File: config.mk
export PLATFORM = sky130hd
export DESIGN_NAME = ft_cell_selector_flat
export DESIGN_NICKNAME = d
export VERILOG_FILES = /design/src/rtl/ft_cell_selector_if.sv /design/src/rtl/ft_cell_selector.sv /design/src/flat_wrapper.sv
export SDC_FILE = /design/constraint.sdc
export NUM_CORES = 1
export LEC_CHECK = 0
export BUFFER_PORTS_ARGS = -buffer_cell sky130_fd_sc_hd__clkbuf_2
export CAP_MARGIN = 40
export CORE_ASPECT_RATIO = 0.6
export CORE_MARGIN = 2
export CORE_UTILIZATION = 56
export DETAILED_ROUTE_END_ITERATION = 10
export PLACE_DENSITY = 0.86
export SLEW_MARGIN = 20
export SYNTH_ARGS = -nofsm -noshare
export SYNTH_HDL_FRONTEND = slang
export SYNTH_SLANG_ARGS = --single-unit
File: constraint.sdc
create_clock -name iCLK -period 3.22 [get_ports iCLK]
set_input_delay 0.966 -clock iCLK [delete_from_list [all_inputs] [get_ports iCLK]]
set_output_delay 0.966 -clock iCLK [all_outputs]
set_load 0.05 [all_outputs]
File: src/rtl/ft_cell_selector_if.sv
// Fingertip sample input and cell-select handshake bundle for ft_cell_selector.
interface ft_cell_selector_if;
  logic [9:0] iFT_X;
  logic [9:0] iFT_Y;
  logic       iFT_VAL;
  logic       iSEL_READY;
  logic [3:0] oSEL_CELL;
  logic       oSEL_VALID;
  logic [3:0] oHOVER_CELL;
  logic [7:0] oDWELL;

  // Upstream/consumer side: drives samples and ready, observes selection.
  modport master (
    output iFT_X, iFT_Y, iFT_VAL, iSEL_READY,
    input  oSEL_CELL, oSEL_VALID, oHOVER_CELL, oDWELL
  );

  // Selector side.
  modport slave (
    input  iFT_X, iFT_Y, iFT_VAL, iSEL_READY,
    output oSEL_CELL, oSEL_VALID, oHOVER_CELL, oDWELL
  );
endinterface

File: src/rtl/ft_cell_selector.sv
// Maps fingertip samples onto a 3x3 grid, debounces with a dwell counter and
// issues one valid/ready cell-select event per deliberate hover.
module ft_cell_selector #(
  parameter int unsigned SCREEN_W     = 640,
  parameter int unsigned SCREEN_H     = 480,
  parameter int unsigned COL_B0       = 213,
  parameter int unsigned COL_B1       = 426,
  parameter int unsigned ROW_B0       = 160,
  parameter int unsigned ROW_B1       = 320,
  parameter int unsigned DWELL_FRAMES = 15,
  parameter int unsigned LOST_FRAMES  = 2
) (
  input  logic               iCLK,
  input  logic               iRST,
  ft_cell_selector_if.slave  bus
);

  localparam int unsigned CW = 10;
  localparam int unsigned DW = 8;
  localparam int unsigned LW = 4;
  localparam logic [3:0]  NO_CELL = 4'hF;

  typedef enum logic [1:0] {
    IDLE    = 2'd0,
    TRACK   = 2'd1,
    HOLD    = 2'd2,
    RELEASE = 2'd3
  } state_t;

  state_t        state_q, state_d;
  logic [3:0]    hover_q, hover_d;
  logic [DW-1:0] dwell_q, dwell_d;
  logic [LW-1:0] lost_q, lost_d;
  logic [3:0]    sel_cell_q, sel_cell_d;
  logic          sel_valid_q, sel_valid_d;

  logic [1:0]    col_c, row_c;
  logic [3:0]    cell_c;
  logic          lost_c;
  logic [LW-1:0] lost_inc_c;
  logic          lost_over_c;
  logic [DW-1:0] dwell_inc_c;

  // Combinational grid decode and lost-sample detection.
  always_comb begin
    if (bus.iFT_X < CW'(COL_B0))      col_c = 2'd0;
    else if (bus.iFT_X < CW'(COL_B1)) col_c = 2'd1;
    else                              col_c = 2'd2;
    if (bus.iFT_Y < CW'(ROW_B0))      row_c = 2'd0;
    else if (bus.iFT_Y < CW'(ROW_B1)) row_c = 2'd1;
    else                              row_c = 2'd2;
    cell_c      = ({2'b00, row_c} * 4'd3) + {2'b00, col_c};
    lost_c      = (bus.iFT_X >= CW'(SCREEN_W)) || (bus.iFT_Y >= CW'(SCREEN_H));
    lost_inc_c  = (lost_q == {LW{1'b1}}) ? lost_q : lost_q + LW'(1);
    lost_over_c = ((LW + 1)'(lost_q) + (LW + 1)'(1)) > (LW + 1)'(LOST_FRAMES);
    dwell_inc_c = (dwell_q == {DW{1'b1}}) ? dwell_q : dwell_q + DW'(1);
  end

  // Next-state and output-register computation.
  always_comb begin
    state_d     = state_q;
    hover_d     = hover_q;
    dwell_d     = dwell_q;
    lost_d      = lost_q;
    sel_cell_d  = sel_cell_q;
    sel_valid_d = sel_valid_q;

    unique case (state_q)
      IDLE: begin
        if (bus.iFT_VAL) begin
          if (lost_c) begin
            lost_d = lost_inc_c;
          end else begin
            lost_d  = '0;
            state_d = TRACK;
            hover_d = cell_c;
            dwell_d = DW'(1);
          end
        end
      end

      TRACK: begin
        if (bus.iFT_VAL) begin
          if (lost_c) begin
            lost_d = lost_inc_c;
            if (lost_over_c) begin
              state_d = IDLE;
              hover_d = NO_CELL;
              dwell_d = '0;
            end
          end else begin
            lost_d = '0;
            if (cell_c == hover_q) begin
              dwell_d = dwell_inc_c;
            end else begin
              hover_d = cell_c;
              dwell_d = DW'(1);
            end
            if (dwell_d == DW'(DWELL_FRAMES)) begin
              state_d     = HOLD;
              sel_cell_d  = hover_d;
              sel_valid_d = 1'b1;
            end
          end
        end
      end

      HOLD: begin
        // Samples are ignored until game logic takes the selection.
        if (bus.iSEL_READY) begin
          sel_valid_d = 1'b0;
          state_d     = RELEASE;
          dwell_d     = '0;
          lost_d      = '0;
        end
      end

      RELEASE: begin
        // Re-arm guard: the finger must leave the selected cell before tracking again.
        if (bus.iFT_VAL) begin
          if (lost_c) begin
            lost_d = lost_inc_c;
            if (lost_over_c) begin
              state_d = IDLE;
              hover_d = NO_CELL;
              dwell_d = '0;
            end
          end else begin
            lost_d = '0;
            if (cell_c != sel_cell_q) begin
              state_d = TRACK;
              hover_d = cell_c;
              dwell_d = DW'(1);
            end
          end
        end
      end

      default: state_d = IDLE;
    endcase
  end

  // State and output registers with asynchronous active-high reset.
  always_ff @(posedge iCLK or posedge iRST) begin
    if (iRST) begin
      state_q     <= IDLE;
      hover_q     <= NO_CELL;
      dwell_q     <= '0;
      lost_q      <= '0;
      sel_cell_q  <= '0;
      sel_valid_q <= 1'b0;
    end else begin
      state_q     <= state_d;
      hover_q     <= hover_d;
      dwell_q     <= dwell_d;
      lost_q      <= lost_d;
      sel_cell_q  <= sel_cell_d;
      sel_valid_q <= sel_valid_d;
    end
  end

  assign bus.oSEL_CELL   = sel_cell_q;
  assign bus.oSEL_VALID  = sel_valid_q;
  assign bus.oHOVER_CELL = hover_q;
  assign bus.oDWELL      = dwell_q;

endmodule
File: src/flat_wrapper.sv
// flat-port wrapper written by rule: the top's interface ports become plain ports
module ft_cell_selector_flat 
#(
  parameter int unsigned SCREEN_W     = 640,
  parameter int unsigned SCREEN_H     = 480,
  parameter int unsigned COL_B0       = 213,
  parameter int unsigned COL_B1       = 426,
  parameter int unsigned ROW_B0       = 160,
  parameter int unsigned ROW_B1       = 320,
  parameter int unsigned DWELL_FRAMES = 15,
  parameter int unsigned LOST_FRAMES  = 2
)
  (iCLK, iRST, bus_iFT_X, bus_iFT_Y, bus_iFT_VAL, bus_iSEL_READY, bus_oSEL_CELL, bus_oSEL_VALID, bus_oHOVER_CELL, bus_oDWELL);
  ft_cell_selector_if bus_i ();
  input  logic iCLK;
  input  logic iRST;
  input wire logic [$bits(bus_i.iFT_X)-1:0] bus_iFT_X;
  input wire logic [$bits(bus_i.iFT_Y)-1:0] bus_iFT_Y;
  input wire logic [$bits(bus_i.iFT_VAL)-1:0] bus_iFT_VAL;
  input wire logic [$bits(bus_i.iSEL_READY)-1:0] bus_iSEL_READY;
  output wire logic [$bits(bus_i.oSEL_CELL)-1:0] bus_oSEL_CELL;
  output wire logic [$bits(bus_i.oSEL_VALID)-1:0] bus_oSEL_VALID;
  output wire logic [$bits(bus_i.oHOVER_CELL)-1:0] bus_oHOVER_CELL;
  output wire logic [$bits(bus_i.oDWELL)-1:0] bus_oDWELL;
  assign bus_i.iFT_X = bus_iFT_X;
  assign bus_i.iFT_Y = bus_iFT_Y;
  assign bus_i.iFT_VAL = bus_iFT_VAL;
  assign bus_i.iSEL_READY = bus_iSEL_READY;
  assign bus_oSEL_CELL = bus_i.oSEL_CELL;
  assign bus_oSEL_VALID = bus_i.oSEL_VALID;
  assign bus_oHOVER_CELL = bus_i.oHOVER_CELL;
  assign bus_oDWELL = bus_i.oDWELL;
  ft_cell_selector #(.SCREEN_W(SCREEN_W), .SCREEN_H(SCREEN_H), .COL_B0(COL_B0), .COL_B1(COL_B1), .ROW_B0(ROW_B0), .ROW_B1(ROW_B1), .DWELL_FRAMES(DWELL_FRAMES), .LOST_FRAMES(LOST_FRAMES)) u_core (.iCLK(iCLK), .iRST(iRST), .bus(bus_i));
endmodule
==> Word level (Yosys, flattened, before mapping) <==
Index checks and enable logic that the tools add are counted.
{ "totals": {"n_memories": 0, "romBits": 0, "inputBits": 24, "ram_bits": 0, "output_inout_bits": 17, "latch_bits": 0, "reg_bits": 23} }
{ "op_classes": {"n_addsub": 4, "n_bitwise": 1, "n_mul": 1, "mux": 50, "n_reduce_logical": 11, "order_cmp": 7, "div": 0, "n_eq_ne": 19, "shift": 0} }
{ "ops": {"columns": ["cell", "n"], "rows": [
  ["8-bit two-way mux", 14],
  ["4-bit two-way mux", 13],
  ["8-bit one-hot mux with 4 select lines", 1],
  ["2-bit two-way mux", 14],
  ["10-bit by 8-bit < comparator with 1-bit output (second input constant)", 2],
  ["10-bit by 9-bit < comparator with 1-bit output (second input constant)", 2],
  ["2-bit != test (second input constant)", 6],
  ["4-bit one-hot mux with 3 select lines", 1],
  ["6-bit AND reduction", 2],
  ["10-bit >= comparator (second input constant)", 1],
  ["10-bit by 9-bit >= comparator with 1-bit output (second input constant)", 1],
  ["8-bit by 1-bit adder with 8-bit output (second input constant)", 1],
  ["8-bit by 4-bit equality test with 1-bit output (second input constant)", 1],
  ["8-bit equality test (second input constant)", 1],
  ["2-bit one-hot mux with 4 select lines", 1],
  ["4-bit one-hot mux with 2 select lines", 1],
  ["7-bit AND reduction", 1],
  ["3-bit by 1-bit != test with 1-bit output (second input constant)", 2],
  ["4-bit by 1-bit adder with 5-bit output (second input constant)", 1],
  ["5-bit by 2-bit > comparator with 1-bit output (second input constant)", 1],
  ["5-bit AND reduction", 1],
  ["4-bit by 1-bit adder with 4-bit output (second input constant)", 1],
  ["4-bit by 2-bit adder with 4-bit output", 1],
  ["2-bit equality test (second input constant)", 2],
  ["other kinds (17)", 21]
]} }

==> Logic depth before layout (Yosys ltp) <==
{ "logic_depth": {"word_depth": 15, "depth_mapped": 14} }

==> Worst setup path before layout <==
No wires, ideal clock.
{ "synth_path": {"path_kind": "input to register", "start": "in bus_iFT_Y[7]", "end": "reg u_core.sel_cell_q[0], in the netlist u_core.bus.oSEL_CELL[0]", "stages": 13, "setup_slack_ns": -0.909, "arrival_ns": 4.004, "setup_ns": 0.125, "path_buffers": 0, "cell_sequence": "or2_2 -> nor2_1 -> o21ba_2 -> inv_1 -> fa_1 -> inv_1 -> ha_1 -> fa_1 -> xnor2_1 -> nand3_1 -> nor3_4 -> nor3b_4 -> mux2_2"} }
{ "synth_between": {"elab_chain_len": 12, "elab_cells_between_ends": 17} }
{ "synth_lines": {"columns": ["item", "line_no", "text"], "rows": [
  ["start, declared", "flat_wrapper.sv:18", "input wire logic [$bits(bus_i.iFT_Y)-1:0] bus_iFT_Y;"],
  ["10-bit by 9-bit < comparator with 1-bit output", "ft_cell_selector.sv:50", "else if (bus.iFT_Y < CW'(ROW_B1)) row_c = 2'd1;"],
  ["2-bit two-way mux", "ft_cell_selector.sv:50", null],
  ["2-bit two-way mux", "ft_cell_selector.sv:49", "if (bus.iFT_Y < CW'(ROW_B0)) row_c = 2'd0;"],
  ["2-bit by 2-bit multiplier with 4-bit output", "ft_cell_selector.sv:52", "cell_c = ({2'b00, row_c} * 4'd3) + {2'b00, col_c};"],
  ["4-bit by 2-bit adder with 4-bit output", "ft_cell_selector.sv:52", null],
  ["4-bit equality test", "ft_cell_selector.sv:93", "if (cell_c == hover_q) begin"],
  ["8-bit two-way mux", "ft_cell_selector.sv:93", null],
  ["8-bit two-way mux", "ft_cell_selector.sv:84", "if (lost_c) begin"],
  ["8-bit two-way mux", "ft_cell_selector.sv:83", "if (bus.iFT_VAL) begin"],
  ["8-bit two-way mux", "ft_cell_selector.sv:68", "unique case (state_q)"],
  ["8-bit by 4-bit equality test with 1-bit output", "ft_cell_selector.sv:99", "if (dwell_d == DW'(DWELL_FRAMES)) begin"],
  ["4-bit AND reduction (no line)", null, null],
  ["end signal, assigned", "ft_cell_selector.sv:157", "sel_cell_q <= sel_cell_d;"],
  ["end, declared", "ft_cell_selector.sv:34", "logic [3:0] sel_cell_q, sel_cell_d;"]
]} }
Parallel ways exist; a longest one is shown, timed or not. The select of a mux whose other input is x is not followed.
A chain may end at the register's enable or synchronous reset.

==> Worst setup path in the final report <==
{ "layout_path": {"start": "in bus_iFT_Y[6]", "end": "reg u_core.sel_cell_q[1], in the netlist u_core.bus.oSEL_CELL[1]"} }
The elaborated chain is that of the path after synthesis.

==> reports/results.tsv <==
metric	value	unit
first drt pass iteration count	5	
io pins	41	
DR iter-0 viols	160	
antenna violations before repair	0	
Hold WS	0.549	ns
RSZ-0062 raised after global routing	yes	
Slew headroom	70.3	%
Avg Inst Size Synth	9.32	um2
Reg clk slew, reported paths	0.08	ns
Hold Crit Class	register to register	
die area	3190	um2
max cap viols	0	
CTS root buffer	clkbuf_8	
Skew-Pair Late Insertion Delay	0.26	ns
status	finished, violations left	
FF-to-FF End	u_core.bus.oSEL_CELL[1]$_DFFE_PP0P_	
fraction of the yosys area taken by sequential cells	37.8	%
ys flop type	dfrtp_1	
Starting Density	60.1	%
DRT antenna net count	0	
Finished Layout Cells	257	
GRT Total Usage	31.6	%
Critical Path RT	3.37	ns
fin. max-slew vios	0	
startpoint types	input pin	
Syn Nets	196	
Via density	6.38	
H-tree levels	1	
Via Count	1639	
Critical Path AT	3.94	ns
Reg2Reg Depth	6	
#FFs+latches synth	23	
EDFF count, synth	0	
FF-to-FF Start	u_core.bus.oHOVER_CELL[0]$_DFFE_PP1P_	
row cnt	14	
Final setup violation count	19	
GRT overflow	0	
post-DP HPWL	3030	um
DRC	0	
Die Span Y	44.6	um
crit path capture type	register	
Layout fillers	129	
Cells after DPL	247	
PortBufs	35	
layout cells sized above 1	43.1	%
worst setup margin	-0.563	ns
Fin. Hold Viols	0	
Cell Int Power	0.000592	W
Num CTS Buffers	3	
GP Congestion	0.918	
vias in the first global route	1613	
YS warnings	0	
diodes inserted	0	
first-pass GRT wire length	7670	um
crit-path max FO	5	
Reg power frac	40.1	%
Sw Ratio	40.8	%
HP Start	u_core.lost_q[0]$_DFFE_PP0P_	
min Tclk post-route	3.78	ns
crit path kind	input pin to register	
leakage power	1.01	nW
failing checks	negative setup slack	
dpl ws	-0.943	ns
largest net degree at the start of global routing	24	
Syn Inst Count	165	
Max Root-Sink Buffers	2	
Routed WL	4870	um
CTS Sinks	23	
combinational share of power	41.9	%
Tightest Pin Transition	0.445	ns
CTS tree	built	
final net count	257	
fmax	0.264	GHz
Area growth syn-to-layout	37.8	%
Worst Skew	0.00135	ns
reg2reg setup slack	1.15	ns
final core utilization	82.9	%
net switching power	0.000408	W
Avg WL per Cell	19.0	um
core area	2560	um2
Post-Syn Area	1540	um2
Async SR Flop Fraction	100	%
Pwr Density	472	nW/um2
power share of the clock group	18.0	%
WHS Path Cells	1	
period utilization	117	%
Hold EP	u_core.lost_q[0]$_DFFE_PP0P_	
VDD IR max	0.296	mV
Netlist cell types	46	
die span in x	71.7	um
[worst max path at each step]
| stage | start | endpoint |
|---|---|---|
| floorplan | bus_iFT_Y[7] | u_core.bus.oSEL_CELL[0]$_DFFE_PP0P_ |
| global placement | bus_iFT_X[2] | u_core.bus.oSEL_CELL[0]$_DFFE_PP0P_ |
| detailed placement | bus_iFT_Y[6] | u_core.bus.oSEL_CELL[1]$_DFFE_PP0P_ |
| CTS | bus_iFT_Y[6] | u_core.bus.oSEL_CELL[1]$_DFFE_PP0P_ |
| global route | bus_iFT_X[2] | u_core.bus.oSEL_CELL[1]$_DFFE_PP0P_ |
| finish | bus_iFT_Y[6] | u_core.bus.oSEL_CELL[1]$_DFFE_PP0P_ |
[worst max-delay path, cell delays in order]
cell and delay [ns]:
clkbuf_2 0.09, buf_4 0.15, o21ai_4 0.17, nor2_2 0.05, o21ba_4 0.19, inv_2 0.05, fa_1 0.39, inv_1 0.08
ha_2 0.17, fa_2 0.47, xnor2_2 0.20, nand3_2 0.13, nor3_4 0.15, nor3b_4 0.22, buf_6 0.15, mux2_4 0.30
[registers in the layout (all words and copies together) (netlist names)]
register                flops
u_core.bus.oSEL_CELL        4
u_core.lost_q               4
u_core.bus.oHOVER_CELL      4
u_core.bus.oSEL_VALID       1
u_core.state_q              2
u_core.bus.oDWELL           8
[timing repair]
item | 4_1_cts | 5_1_grt
hold endpoints to repair | 0 | 0
endpoints found under the setup margin | 19 | 19
setup buffers | 6 | 0
hold buffers | 0 | 0
pin swaps | 16 | 5
gates resized for setup | 20 | 10
[kinds of logic after synthesis]
group	Yosys count	share of synthesized area [%]
AND/OR/NAND/NOR	54	19.9
AO/OA/AOI/OAI	50	21.2
flip-flops	23	37.8
buffers and inverters	13	3.25
XOR/XNOR	11	6.27
multiplexers	7	4.96
adder cells (fa/ha/maj)	7	6.67
[cells in the final DEF, fill, tap and decap left out, types with 2 or more instances in the layout]
cell type	netlist	final
o21ai_0	10	5
ha_1	5	4
or2_4	1	2
buf_4	0	17
nand3_1	10	8
o21ai_1	0	3
o31ai_1	2	2
a21oi_2	0	3
a21oi_1	13	10
xor2_1	2	2
o22ai_1	3	2
o21a_1	4	4
o22a_1	4	4
xnor2_1	9	7
o211ai_1	3	3
a31oi_2	0	2
nand2_1	8	8
clkbuf_8	0	3
buf_6	0	5
nor2_1	12	10
nor3_1	4	3
nor3_2	1	2
nand3_2	0	2
and3_1	2	2
inv_1	12	11
mux2_4	0	4
dfstp_2	4	4
dfrtp_1	19	19
nand2b_1	4	4
mux2i_1	2	2
xnor2_2	0	2
clkbuf_2	0	34
[final cells by class]
type                    count  area (um2)  area share (%)
well taps                  32        40.0            1.89
clock buffers               4        45.0            2.13
inverters                  12        45.0            2.13
flip-flops and latches     23         581            27.4
repair buffers             57         369            17.4
multi-input cells         129        1040            49.1
[per-layer routing]
| layer | track usage, % | share of wire, % | up-vias | wire [um] |
|---|---|---|---|---|
| met5 | 0 | 0 | - | 0 |
| met4 | 8.68 | 2.0 | 0 | 98 |
| met1 | 40.2 | 40 | 792 | 1940 |
| met2 | 55.0 | 49 | 108 | 2390 |
| met3 | 7.29 | 9.0 | 15 | 440 |
| li1 | - | - | 724 | - |
[per-stage QoR]
stage,instance area [um2],power [W],TNS [ns]
after detailed placement,1900,0.000763,-15.32
final,2120,0.00100,-8.69
after global routing,2120,0.00104,-10.32
after CTS,2070,0.000957,-8.12
after floorplan,1570,0.000651,-10.78
after global placement,1900,0.000744,-14.28
[power groups by stage]
stage / logic, W / clock network (W) / registers [W]
after detailed placement: 0.000363 / 0 / 0.000400
final: 0.000420 / 0.000180 / 0.000401
after floorplan: 0.000184 / 0 / 0.000467
after CTS: 0.000381 / 0.000180 / 0.000396
after global placement: 0.000348 / 0 / 0.000395
after global routing: 0.000448 / 0.000191 / 0.000406
[cell usage after synthesis (all sizes together) (2+ instances only)]
| master | number | share of area [%] |
|---|---|---|
| nand2b | 4 | 1.6 |
| and3 | 2 | 0.81 |
| nand2 | 8 | 2.0 |
| nor2 | 12 | 2.9 |
| mux2 | 5 | 3.7 |
| xnor2 | 9 | 5.1 |
| or2 | 2 | 0.98 |
| inv | 12 | 2.9 |
| o211ai | 3 | 1.5 |
| xor2 | 2 | 1.1 |
| mux2i | 2 | 1.3 |
| ha | 5 | 4.1 |
| dfstp | 4 | 6.8 |
| nand3 | 10 | 3.3 |
| a31oi | 3 | 1.2 |
| o21ai | 10 | 3.3 |
| o21a | 4 | 2.0 |
| dfrtp | 19 | 31 |
| o31ai | 2 | 0.98 |
| a21oi | 13 | 4.2 |
| o22ai | 3 | 1.2 |
| fa | 2 | 2.6 |
| nor3 | 6 | 3.0 |
| o22a | 4 | 2.3 |
Note: power is estimated with default switching activity, not from simulation.
